<file path="src/rtl/alu_pkg.sv">
// Shared ALU opcodes, checker FSM states and the golden reference model.
package alu_pkg;

  localparam logic [2:0] ALU_ADD = 3'b000;
  localparam logic [2:0] ALU_SUB = 3'b001;
  localparam logic [2:0] ALU_AND = 3'b010;
  localparam logic [2:0] ALU_OR  = 3'b011;
  localparam logic [2:0] ALU_XOR = 3'b100;
  localparam logic [2:0] ALU_NOT = 3'b101;
  localparam logic [2:0] ALU_SHL = 3'b110;
  localparam logic [2:0] ALU_SHR = 3'b111;

  // Widest ALU the reference model can describe; callers zero-extend operands.
  localparam int unsigned MaxW = 32;

  typedef enum logic {StRun, StHalt} chk_state_e;

  // Returns {c, y}: c in bit MaxW, y in bits [w-1:0] with all higher y bits zero.
  function automatic logic [MaxW:0] alu_ref(input logic [MaxW-1:0] a,
                                            input logic [MaxW-1:0] b,
                                            input logic [2:0]      sel,
                                            input int unsigned     w);
    logic [MaxW-1:0] mask;
    logic [MaxW-1:0] y;
    logic [MaxW:0]   ext;
    logic [MaxW:0]   shifted;
    logic [MaxW-1:0] msb_sh;
    logic            c;
    mask    = '1;
    mask    = mask >> (MaxW - w);
    ext     = '0;
    shifted = '0;
    msb_sh  = '0;
    y       = '0;
    c       = 1'b0;
    unique case (sel)
      ALU_ADD: begin
        ext     = {1'b0, a} + {1'b0, b};
        shifted = ext >> w;
        y       = ext[MaxW-1:0];
        c       = shifted[0];
      end
      ALU_SUB: begin
        // Operands are zero-extended, so a borrow sets every bit from w upwards.
        ext     = {1'b0, a} - {1'b0, b};
        shifted = ext >> w;
        y       = ext[MaxW-1:0];
        c       = shifted[0];
      end
      ALU_AND: y = a & b;
      ALU_OR:  y = a | b;
      ALU_XOR: y = a ^ b;
      ALU_NOT: y = ~a;
      ALU_SHL: begin
        msb_sh = a >> (w - 1);
        y      = a << 1;
        c      = msb_sh[0];
      end
      ALU_SHR: begin
        y = a >> 1;
        c = a[0];
      end
      default: ;
    endcase
    return {c, y & mask};
  endfunction

endpackage

</file>
<file path="src/rtl/alu_chk_pipe.sv">
// Two-stage checker pipeline: stage 1 holds the transaction and expected {c,y},
// stage 2 holds the comparison result alongside the observed fields.
module alu_chk_pipe
  import alu_pkg::*;
#(
  parameter int unsigned WIDTH = 4
) (
  input  logic             clk,
  input  logic             rst,
  input  logic             accept,
  input  logic [WIDTH-1:0] a,
  input  logic [WIDTH-1:0] b,
  input  logic [2:0]       sel,
  input  logic [WIDTH-1:0] y,
  input  logic             c,
  output logic             res_valid,
  output logic             res_mismatch,
  output logic [WIDTH-1:0] res_a,
  output logic [WIDTH-1:0] res_b,
  output logic [2:0]       res_sel,
  output logic [WIDTH-1:0] res_y,
  output logic             res_c
);

  logic [MaxW:0]    ref_full;
  logic [WIDTH:0]   exp_cy;

  logic             s1_valid_q;
  logic [WIDTH-1:0] s1_a_q, s1_b_q, s1_y_q;
  logic [2:0]       s1_sel_q;
  logic             s1_c_q;
  logic [WIDTH:0]   s1_exp_q;

  always_comb begin
    ref_full = alu_ref(MaxW'(a), MaxW'(b), sel, WIDTH);
    exp_cy   = {ref_full[MaxW], ref_full[WIDTH-1:0]};
  end

  // The model zeroes y bits above WIDTH; they carry no information here.
  if (WIDTH < MaxW) begin : g_unused
    logic unused_ref;
    assign unused_ref = ^ref_full[MaxW-1:WIDTH];
  end

  always_ff @(posedge clk) begin
    if (rst) begin
      s1_valid_q <= 1'b0;
      res_valid  <= 1'b0;
    end else begin
      s1_valid_q <= accept;
      res_valid  <= s1_valid_q;
    end
  end

  always_ff @(posedge clk) begin
    if (accept) begin
      s1_a_q   <= a;
      s1_b_q   <= b;
      s1_sel_q <= sel;
      s1_y_q   <= y;
      s1_c_q   <= c;
      s1_exp_q <= exp_cy;
    end
    if (s1_valid_q) begin
      res_mismatch <= ({s1_c_q, s1_y_q} != s1_exp_q);
      res_a        <= s1_a_q;
      res_b        <= s1_b_q;
      res_sel      <= s1_sel_q;
      res_y        <= s1_y_q;
      res_c        <= s1_c_q;
    end
  end

endmodule

</file>
<file path="config.mk">
export PLATFORM = sky130hd
export DESIGN_NAME = alu_chk_pipe
export DESIGN_NICKNAME = d
export VERILOG_FILES = /design/src/rtl/alu_pkg.sv /design/src/rtl/alu_chk_pipe.sv
export SDC_FILE = /design/constraint.sdc
export NUM_CORES = 1
export LEC_CHECK = 0
export ABC_AREA = 0
export CAP_MARGIN = 20
export CORE_MARGIN = 3
export CORE_UTILIZATION = 25
export DETAILED_ROUTE_END_ITERATION = 16
export PLACE_DENSITY = 0.5
export SLEW_MARGIN = 0
export SYNTH_ARGS = -nofsm -noshare
export SYNTH_HDL_FRONTEND = slang
export SYNTH_SLANG_ARGS = --single-unit
</file>
<file path="constraint.sdc">
create_clock -name clk -period 2.3 [get_ports clk]
set_clock_uncertainty 0.2 [all_clocks]
set_input_delay 0.345 -clock clk [delete_from_list [all_inputs] [get_ports clk]]
set_output_delay 0.345 -clock clk [all_outputs]
set_load 0.02 [all_outputs]
</file>
==> out/metrics.yaml, run 1 <==
status:
  status: "finished clean"
finish:
  fin_util: 0.378
  area.growth.synth_to_final_pct: 42.3
  multiInputGateArea_um2: 616
  share_of_final_layout_standard_cells_stronger_than_drive_strength_1: 0.182
  seqCellArea_um2: 1180
  nNetsFinal: 241
  layout_common_cells: "edfxtp_1, clkdlybuf4s50_1, buf_4"
  antenna_cells_inserted: 0
  fillCellCount: 703
  final_common_cell: "edfxtp_1"
  finish.cell_count_without_fillers: 305
die:
  design.portCount: 37
  initial_utilization: 0.266
  core_area_um2: 6980
  die_x_um: 92.2
  std_cell_rows: 30
  die_height_um: 92.2
  die_area_um2: 8500
global_routing:
  globalRouteTotalUtil: 0.0979
  grt_max_degree: 23
  grt_first_pass_wirelength_um: 6510
  antenna_found_initial: 0
  first_global_vias: 1319
  gr_overflow_total: 0
drt:
  drt-initial-drc-count: 90
  wl_per_cell_um: 12.5
  drcViolationCount: 0
  drt_wl_total_um: 3800
  antenna_violating_nets_post_route: 0
  route.vias.total: 1307
  drt-vias-per-instance: 4.29
  detailedRoute.firstPassIterationCount: 4
sta:
  rsz0062_at_grt: "false"
  count_of_final_setup_violators: 0
  finalMaxSlewViolations: 0
  relSlewSlack: 0.790
  maxClockFrequency_mhz: 451
  worst-slew-pin-transition_ns: 0.315
  timing.final.crit_period_ns: 2.22
  timing.final.hold_violations: 0
  share_of_the_clock_period_used_by_the_worst_path: 0.965
power:
  ir_worst_vdd_uv: 219
  pwr_density_cell_nw_per_um2: 656
  p_leak_nw: 1.04
worst_setup_path:
  cpMaxStageDelayCell: "clkdlybuf4s50_1"
  kind_of_launch_point_of_the_worst_setup_path: "input port"
  timing.rr.end: "res_mismatch$_DFFE_PP_"
  timing.setup.critical_path_class: "in2reg"
  worst_ep_arrival_time_ns: 2.06
  timing.reg2reg.setup_slack_ns: 1.01
  req_time_crit_path_ns: 2.14
  crit_fanout: 2
  critPathMaxStageDelay_ns: 0.48
  crit_cells: 8
  worstRegToRegCells: 3
  reg2reg_from: "s1_y_q[0]$_DFFE_PP_"
  critPathTopFamily: "buffers and inverters"
  crit_chain: "clkdlybuf4s50_1 -> inv_1 -> ha_1 -> and2b_1 -> o21ai_1 -> a221o_1 -> nor3_2 -> nor3_1"
  cp_num_buf_inv: 2
  critical_path.endpoint_type: "flop"
synth:
  post_synth_instance_area_um2: 1860
  synth_fa_ha_area_frac: 0.102
  yosys-mux-area-fraction: 0.00539
  fraction_of_the_yosys_area_taken_by_sequential_cells: 0.636
  synth_cells: 142
  compound_cell_area_share_of_the_yosys_netlist: 0.0964
  synth-simple-area-share: 0.0903
  number_of_synthesized_flops_with_an_enable_pin: 38
  combinational_family_with_the_most_area_after_synthesis: "adder cells"
  ys_async_sr_fraction: 0
  average_cell_area_after_synthesis_um2: 13.1
  synth_top_flop_cell: "edfxtp_1"
  synth_cell_type_count: 32
  postSynthRegisterBits: 40
  synth.yosys.warnings: 0
  post_synth_xor_area_fraction: 0.0330
  syn_nets: 175
worst_hold_path:
  launch_point_of_the_worst_hold_path: "b[0]"
  worstHoldPathType: "in2reg"
  whs_path_depth: 1
  worstHoldEndpoint: "s1_b_q[0]$_DFFE_PP_"
clocking:
  post_cts_buffers: 0
  ctsRootBufferMaster: "clkbuf_8"
  clk_path_buf_depth: 2
  clock_tree.htree_level_count: 2
  tritoncts: "yes"
  clock_sinks: 40
  clk_transition_reported_paths_ns: 0.08
  cts-buffers-inserted: 5
  worstSkewPairLatency_ns: 0.28
place:
  placed_cells: 297
  numPortBuffers: 36
  gp_routability_congestion: 0.862
  place.detailed.hpwl_um: 2870
flow_run:
  timing.max_cap.violations: 0
-- cells in the mapped netlist, types with 2 or more instances --
cell type  count  area (um2)
edfxtp_1      38        1140
ha_1          12         150
inv_1         11        41.3
nand2_1       11        41.3
nor2_1         8        30.0
a21oi_1        6        30.0
nand3_1        5        25.0
nor3_1         5        25.0
nor2b_1        4        25.0
o21ai_1        4        20.0
xor2_1         4        35.0
buf_2          3        15.0
o21ai_0        3        15.0
xnor2_1        3        26.3
a22oi_1        2        15.0
dfxtp_1        2        40.0
fa_1           2        40.0
inv_2          2        7.51
o221ai_1       2        17.5
o311ai_1       2        17.5
o31ai_1        2        15.0
-- per-stage QoR --
step	hold slack (ns)	cell area, um2	worst slack (ns)	total power, W	setup TNS (ns)
5_1_grt	0.170	2640	0.0145	0.00181	0
2_1_floorplan	0.200	1860	0.302	0.00104	0
3_5_place_dp	0.205	2520	-0.272	0.00119	-0.857
4_1_cts	0.223	2630	0.0363	0.00175	0
3_3_place_gp	0.203	2520	-0.236	0.00119	-0.839
6_report	0.160	2640	0.0805	0.00173	0
-- logic make-up (layout without fill, tap and decap cells) --
group           Yosys count  after routing
fa+ha+maj                14             14
mux                       1              1
buf+inv                  17             84
simple gates             36             36
xor+xnor                  7              7
compound gates           27             27
flops                    40             40
-- per-layer routing --
layer  vias to the layer above  part of all wire  track usage
met5                         -                 0            0
met4                         0             0.013       0.0297
met3                         5             0.054       0.0295
met2                        31              0.48        0.161
met1                       624              0.45        0.124
li1                        647                 -            -
-- power breakdown --
group	total [W]	switching, W	internal, W
logic	0.000291	0.000144	0.000147
clock network	0.000557	0.000235	0.000322
registers	0.000883	0.0000185	0.000865
total	0.00173	0.000398	0.00133
-- layout make-up --
| type | count | area share |
|---|---|---|
| well taps | 96 | 0.0455 |
| flip-flops and latches | 40 | 0.447 |
| inverters | 13 | 0.0185 |
| clock buffers | 6 | 0.0275 |
| repair buffers | 63 | 0.215 |
| clock inverters | 2 | 0.0133 |
| multi-input cells | 85 | 0.233 |
-- flip-flops by register name (all words and copies together), names as in the netlist --
signal / flops
res_y: 4
res_a: 4
s1_exp_q: 5
res_sel: 3
res_valid: 1
s1_sel_q: 3
res_b: 4
s1_y_q: 4
res_mismatch: 1
s1_b_q: 4
s1_c_q: 1
res_c: 1
s1_valid_q: 1
s1_a_q: 4
-- how the worst max path moves through the flow --
stage               slack (ns)               endpoint  start
floorplan                 0.30  s1_exp_q[3]$_DFFE_PP_   a[3]
global placement         -0.24  s1_exp_q[3]$_DFFE_PP_   a[3]
detailed placement       -0.27  s1_exp_q[3]$_DFFE_PP_   a[3]
CTS                       0.04  s1_exp_q[3]$_DFFE_PP_   a[3]
global route              0.01  s1_exp_q[3]$_DFFE_PP_   b[3]
finish                    0.08  s1_exp_q[3]$_DFFE_PP_   a[3]
-- timing repair --
action                                  in CTS  in global routing
gates resized for setup                      0                  5
hold buffers                                 0                  0
endpoints found under the setup margin       0                  3
-- worst reg2reg max path, stage by stage, from the launching register on --
cell and delay (ns):
edfxtp_1 0.41, xor2_1 0.16, nor3_1 0.19, nand3_1 0.08
(Power assumes the default switching activity.)
==> inputs of run 2 (changes only) <==
--- a/config.mk
+++ b/config.mk
@@ -10,7 +10,7 @@
 export CORE_MARGIN = 3
 export CORE_UTILIZATION = 25
 export DETAILED_ROUTE_END_ITERATION = 16
-export PLACE_DENSITY = 0.5
+export PLACE_DENSITY = 0.56
 export SLEW_MARGIN = 0
 export SYNTH_ARGS = -nofsm -noshare
 export SYNTH_HDL_FRONTEND = slang
==> run 2 against run 1 <==
Compared with the run above: critical endpoint unchanged; flip-flop and latch count stayed put; largest cell class unchanged; via count is 2.6% lower; global-route usage is 0.49 points lower; first-iteration DRC count is 58% lower; combinational power hardly changed; sequential share of layout area is 0.69 points higher; maximum frequency hardly changed; critical path type unchanged; wire length is 4.7% lower; non-clock buffer count is 2 lower; hold slack worse by 0.012 ns; final cell count is 0.66% lower; highest routed layer unchanged; die area stayed put.
==> out/metrics.yaml, run 2 (synthesis gave the netlist of run 1 again) <==
finish:
  area.growth.synth_to_final_pct: 40.1
  layout_common_cells: "edfxtp_1, clkdlybuf4s50_1, buf_4"
  nNetsFinal: 239
  fin_util: 0.373
  fillCellCount: 726
  share_of_final_layout_standard_cells_stronger_than_drive_strength_1: 0.179
  antenna_cells_inserted: 0
  largest_register: "s1_exp_q"
  largest_register_ff_count: 5
  final_common_cell: "edfxtp_1"
place:
  pre_cts_ws_ns: -0.254
  gp_routability_congestion: 0.834
  place.detailed.hpwl_um: 2740
  numPortBuffers: 36
drt:
  drt-vias-per-instance: 4.20
  detailedRoute.firstPassIterationCount: 4
  antenna_violating_nets_post_route: 0
  route.vias.total: 1273
  drcViolationCount: 0
  drt_wl_total_um: 3620
  drt-initial-drc-count: 38
  wl_per_cell_um: 12.0
worst_setup_path:
  crit_chain: "clkdlybuf4s50_1 -> inv_1 -> ha_1 -> and2b_1 -> o21ai_1 -> a221o_1 -> a31oi_1 -> nor3_1"
  worst_ep_arrival_time_ns: 2.06
  req_time_crit_path_ns: 2.14
  crit_fanout: 2
  reg2reg_from: "s1_exp_q[0]$_DFFE_PP_"
  timing.reg2reg.setup_slack_ns: 1.02
  critPathMaxStageDelay_ns: 0.48
  critical_path.endpoint_type: "flop"
  cpMaxStageDelayCell: "clkdlybuf4s50_1"
  cp_num_buf_inv: 2
  timing.setup.critical_path_class: "in2reg"
  critPathTopFamily: "compound AO/OA/AOI/OAI gates"
  worstRegToRegCells: 3
  kind_of_launch_point_of_the_worst_setup_path: "input port"
  timing.rr.end: "res_mismatch$_DFFE_PP_"
global_routing:
  gr_overflow_total: 0
  grt_max_degree: 23
  first_global_vias: 1294
  globalRouteTotalUtil: 0.0931
  antenna_found_initial: 0
  grt_first_pass_wirelength_um: 6100
die:
  std_cell_rows: 30
  die_area_um2: 8500
  design.portCount: 37
  core_area_um2: 6980
  initial_utilization: 0.266
  die_x_um: 92.2
  die_height_um: 92.2
sta:
  worst-slew-pin-transition_ns: 0.363
  count_of_final_setup_violators: 0
  relSlewSlack: 0.756
  maxClockFrequency_mhz: 450
  rsz0062_at_grt: "false"
  share_of_the_clock_period_used_by_the_worst_path: 0.965
  timing.final.hold_violations: 0
  finalMaxSlewViolations: 0
  timing.final.crit_period_ns: 2.22
  fin_ws_ns: 0.0798
clocking:
  tritoncts: "yes"
  cts-buffers-inserted: 5
  clk_transition_reported_paths_ns: 0.07
  clock_sinks: 40
  worstSkewPairLatency_ns: 0.29
  clock_tree.htree_level_count: 2
  ctsRootBufferMaster: "clkbuf_8"
  clk_path_buf_depth: 2
  post_cts_buffers: 0
status:
  status: "finished clean"
power:
  pwr_density_cell_nw_per_um2: 620
  p_leak_nw: 1.01
  ir_worst_vdd_uv: 218
worst_hold_path:
  whs_path_depth: 1
  worstHoldEndpoint: "s1_a_q[0]$_DFFE_PP_"
  launch_point_of_the_worst_hold_path: "a[0]"
  worstHoldPathType: "in2reg"
flow_run:
  timing.max_cap.violations: 0
-- run 2: final cells by class --
| type | instances | area [um2] | share of cell area |
|---|---|---|---|
| Clock buffer | 5 | 68.8 | 0.0265 |
| Sequential cell | 40 | 1180 | 0.454 |
| Multi-Input combinational cell | 85 | 618 | 0.238 |
| Inverter | 13 | 48.8 | 0.0188 |
| Timing Repair Buffer | 61 | 551 | 0.212 |
| Clock inverter | 3 | 13.8 | 0.00529 |
| Tap cell | 96 | 120 | 0.0462 |
-- run 2: how the worst max path moves through the flow --
stage	slack, ns	to	start	depth (start not counted)
final	0.08	s1_exp_q[3]$_DFFE_PP_	a[3]	8
after global routing	0.002	s1_exp_q[3]$_DFFE_PP_	a[3]	8
after CTS	0.05	s1_exp_q[3]$_DFFE_PP_	a[3]	8
after detailed placement	-0.25	s1_exp_q[3]$_DFFE_PP_	a[3]	8
after global placement	-0.24	s1_exp_q[3]$_DFFE_PP_	a[3]	8
after floorplan	0.30	s1_exp_q[3]$_DFFE_PP_	a[3]	7
-- run 2: power breakdown --
part           switching [W]  leakage, nW  internal, W  total (W)
Combinational       0.000142        0.579     0.000146   0.000288
Sequential         0.0000173        0.383     0.000865   0.000882
Clock               0.000236       0.0453     0.000206   0.000442
-- run 2: worst reg2reg max path: cells and delay by family, from the launching register on --
| family | cells | cell delay (ns) |
|---|---|---|
| AND/OR/NAND/NOR | 2 | 0.28 |
| XOR/XNOR | 1 | 0.17 |
| flip-flops | 1 | 0.39 |
-- run 2: routing by layer --
metal | wire, um | vias up | GRT usage
met5 | 0 | - | 0
met2 | 1820 | 30 | 0.158
met4 | 85 | 0 | 0.0446
met3 | 162 | 10 | 0.0304
met1 | 1560 | 592 | 0.105
li1 | - | 641 | -
-- run 2: what timing repair did --
item                                    4_1_cts  5_1_grt
hold endpoints to repair                      0        0
resized for setup                             0        4
endpoints found under the setup margin        0        2
hold buffers                                  0        0
-- run 2: stage by stage --
stage	power (W)	cells	cell area [um2]	hold slack [ns]	setup TNS, ns
floorplan	0.00104	142	1860	0.200	0
global placement	0.00119	295	2510	0.202	-0.713
detailed placement	0.00119	295	2510	0.205	-0.802
CTS	0.00163	303	2590	0.222	0
global route	0.00170	303	2600	0.157	0
finish	0.00161	303	2600	0.148	0
==> edit (config.mk and constraints of run 2) <==
Put one more register stage on the output `res_y`. The value now appears one clock later. The other outputs are not delayed to match.
--- a/src/rtl/alu_chk_pipe.sv
+++ b/src/rtl/alu_chk_pipe.sv
@@ -23,2 +23,4 @@
 );
+
+  logic [WIDTH-1:0] res_y_s0;
 
@@ -68,3 +70,3 @@
       res_sel      <= s1_sel_q;
-      res_y        <= s1_y_q;
+      res_y_s0     <= s1_y_q;
       res_c        <= s1_c_q;
@@ -73,2 +75,6 @@
 
+  always_ff @(posedge clk) begin
+    res_y <= res_y_s0;
+  end
+
 endmodule
Check against the original RTL: not equivalent (Yosys sat finds a counterexample within 4 cycles, from zero or initial values and one cycle with rst high).
==> edit against run 2 <==
Non-clock buffer count is 4 higher; register-to-register slack got worse by 60 ps; sequential cell count grew 4; worst setup slack got worse by 14 ps; synthesized cell count increased by 2.8%; die area rose by 4.0%; global-route usage about the same; utilization decreased by 0.093 points; total power rose by 13%; cell area is 5.3% higher; routed wire length increased by 5.9%; area after synthesis is 4.3% higher.
==> edit: results (changes against run 2) <==
[finish]
finalNetCount=247  ; was 239
antenna-diode-count=0  ; unchanged
largest_register_ff_count=5  ; unchanged
largest_register=s1_exp_q  ; unchanged
fill_cells=727  ; was 726
final_layout_size_suffix_gt1_frac=0.186  ; was 0.179

[sta]
slew-limit-headroom=0.767  ; was 0.756

[worst_hold_path]
worst_hold_path.endpoint=res_y[2]  ; was s1_a_q[0]
worst_hold_path_type=reg -> reg  ; was in -> reg
hold-path-cell-count=0  ; was 1
timing.hold.worst.start=res_y_s0[2]  ; was a[0]

[synth]
yosysUniqueCellTypes=32  ; unchanged
mappedNetlistNets=179  ; was 175
number_of_flops_mapped_to_enable_cells_by_yosys=38  ; unchanged
ys_top_cells_by_area=edfxtp_1, ha_1, dfxtp_1  ; was edfxtp_1, ha_1, inv_1
synth.yosys.seq_area_share=0.651  ; was 0.636
yosysWarnings=0  ; unchanged
async_reset_ff_frac=0  ; unchanged
post_synth_most_frequent_cells=edfxtp_1, ha_1, inv_1, nand2_1, nor2_1  ; unchanged

[routing]
drt_pre_antenna_iters=4  ; unchanged
post_drt_wl_per_cell_um=12.2  ; was 12.0 um
via_density_per_instance=4.20  ; about the same
first_iter_violations=60  ; was 38

[grt]
grt_max_degree=23  ; unchanged
first_global_vias=1328  ; was 1,294
grt_first_pass_wirelength_um=6270  ; was 6100 um
global_route.usage.total=0.0926  ; was 0.0931
antenna_found_initial=0  ; unchanged

[clock_tree]
max-clock-path-buffers=2  ; unchanged
htree_num_levels=2  ; unchanged
post-cts-setup-buffer-count=0  ; unchanged
cts_root_buffer=clkbuf_8  ; unchanged
cts.repair.resized=0  ; unchanged
cts_clock_pin_slew_for_the_worst_setup_and_hold_paths_ps=80
tritoncts.num_buffers=5  ; unchanged
clock_insertion_delay_worst_skew_ps=280

[critical_path]
rr_startpoint=s1_y_q[0]  ; was s1_exp_q[0]
timing.rr.end=res_mismatch  ; unchanged
critical_path.top_delay_family=buffers and inverters  ; was compound AO/OA/AOI/OAI gates
worst_ep_arrival_time_ps=2060  ; about the same
crit_path_largest_cell_delay_ps=480  ; about the same
r2r.worst_path.cells=3  ; unchanged
timing.critical_path.from_type=primary input  ; unchanged
cp_max_fo=2  ; unchanged
critPathSlowestCell=clkdlybuf4s50_1  ; unchanged
ff2ff_setup_slack_ps=960  ; was 1020 ps

[placed_design]
placed_area_um2=2620  ; was 2510 um2
placement.setup.worst_slack_ps=-243  ; was -254 ps
final_weighted_congestion_of_routability_driven_global_placement=0.829  ; was 0.834
place_hpwl_um=2960  ; was 2740 um
port_buffer_cells=36  ; unchanged

[pwr]
worst_ir_drop_vdd_uv=211  ; was 218 uV
power_leakage_nw=1.08  ; was 1.01 nW

[run_status]
result_of_the_run=complete, no violations  ; unchanged

[edit: cells by family (layout without fill, tap and decap cells)]
kind of cell,Yosys count,in the layout,synth area share
xor gates and xnor gates,7,7,0.0317
buffers and inverters,17,86,0.0349
muxes,1,1,0.00517
and+or+nand+nor,36,36,0.0866
DFF,44,44,0.651
AOI/OAI and AO/OA,27,27,0.0924
adders and majority gates,14,14,0.0982
[edit: worst max path at each step]
stage | start | to | slack [ps]
after global routing | a[3] | s1_exp_q[3] | 5
after CTS | a[3] | s1_exp_q[3] | 70
final | a[3] | s1_exp_q[3] | 70
after floorplan | a[3] | s1_exp_q[3] | 300
after detailed placement | a[3] | s1_exp_q[3] | -240
after global placement | a[3] | s1_exp_q[3] | -200
[edit: power breakdown]
group	switching [mW]	leakage (nW)	internal (mW)
registers	0.0208	0.417	0.939
clock network	0.243	0.0552	0.322
logic	0.144	0.608	0.151
total	0.408	1.08	1.41
[edit: layer usage]
layer / wire length, um / up-vias / GRT usage
li1: - / 661 / -
met1: 1740 / 615 / 0.114
met2: 1880 / 33 / 0.154
met3: 134 / 9 / 0.0240
met4: 80 / 0 / 0.0385
met5: 0 / - / 0
[edit: final cells by class]
| class | count | area, um2 | area share |
|---|---|---|---|
| inverter | 13 | 48.8 | 0.0178 |
| multi-input combinational | 85 | 614 | 0.224 |
| timing repair buffer | 65 | 583 | 0.213 |
| clock buffer | 6 | 72.6 | 0.0265 |
| tap | 99 | 124 | 0.0452 |
| clock inverter | 2 | 35.0 | 0.0128 |
| sequential | 44 | 1260 | 0.460 |
[edit: per-stage QoR]
step / hold slack [ps] / std cells / util / TNS (ps)
2_1_floorplan: 123 / 146 / - / 0
3_3_place_gp: 124 / 306 / 0.356 / -754
3_5_place_dp: 127 / 306 / 0.356 / -815
4_1_cts: 146 / 314 / 0.370 / 0
5_1_grt: 151 / 314 / 0.372 / 0
6_report: 143 / 314 / 0.372 / 0
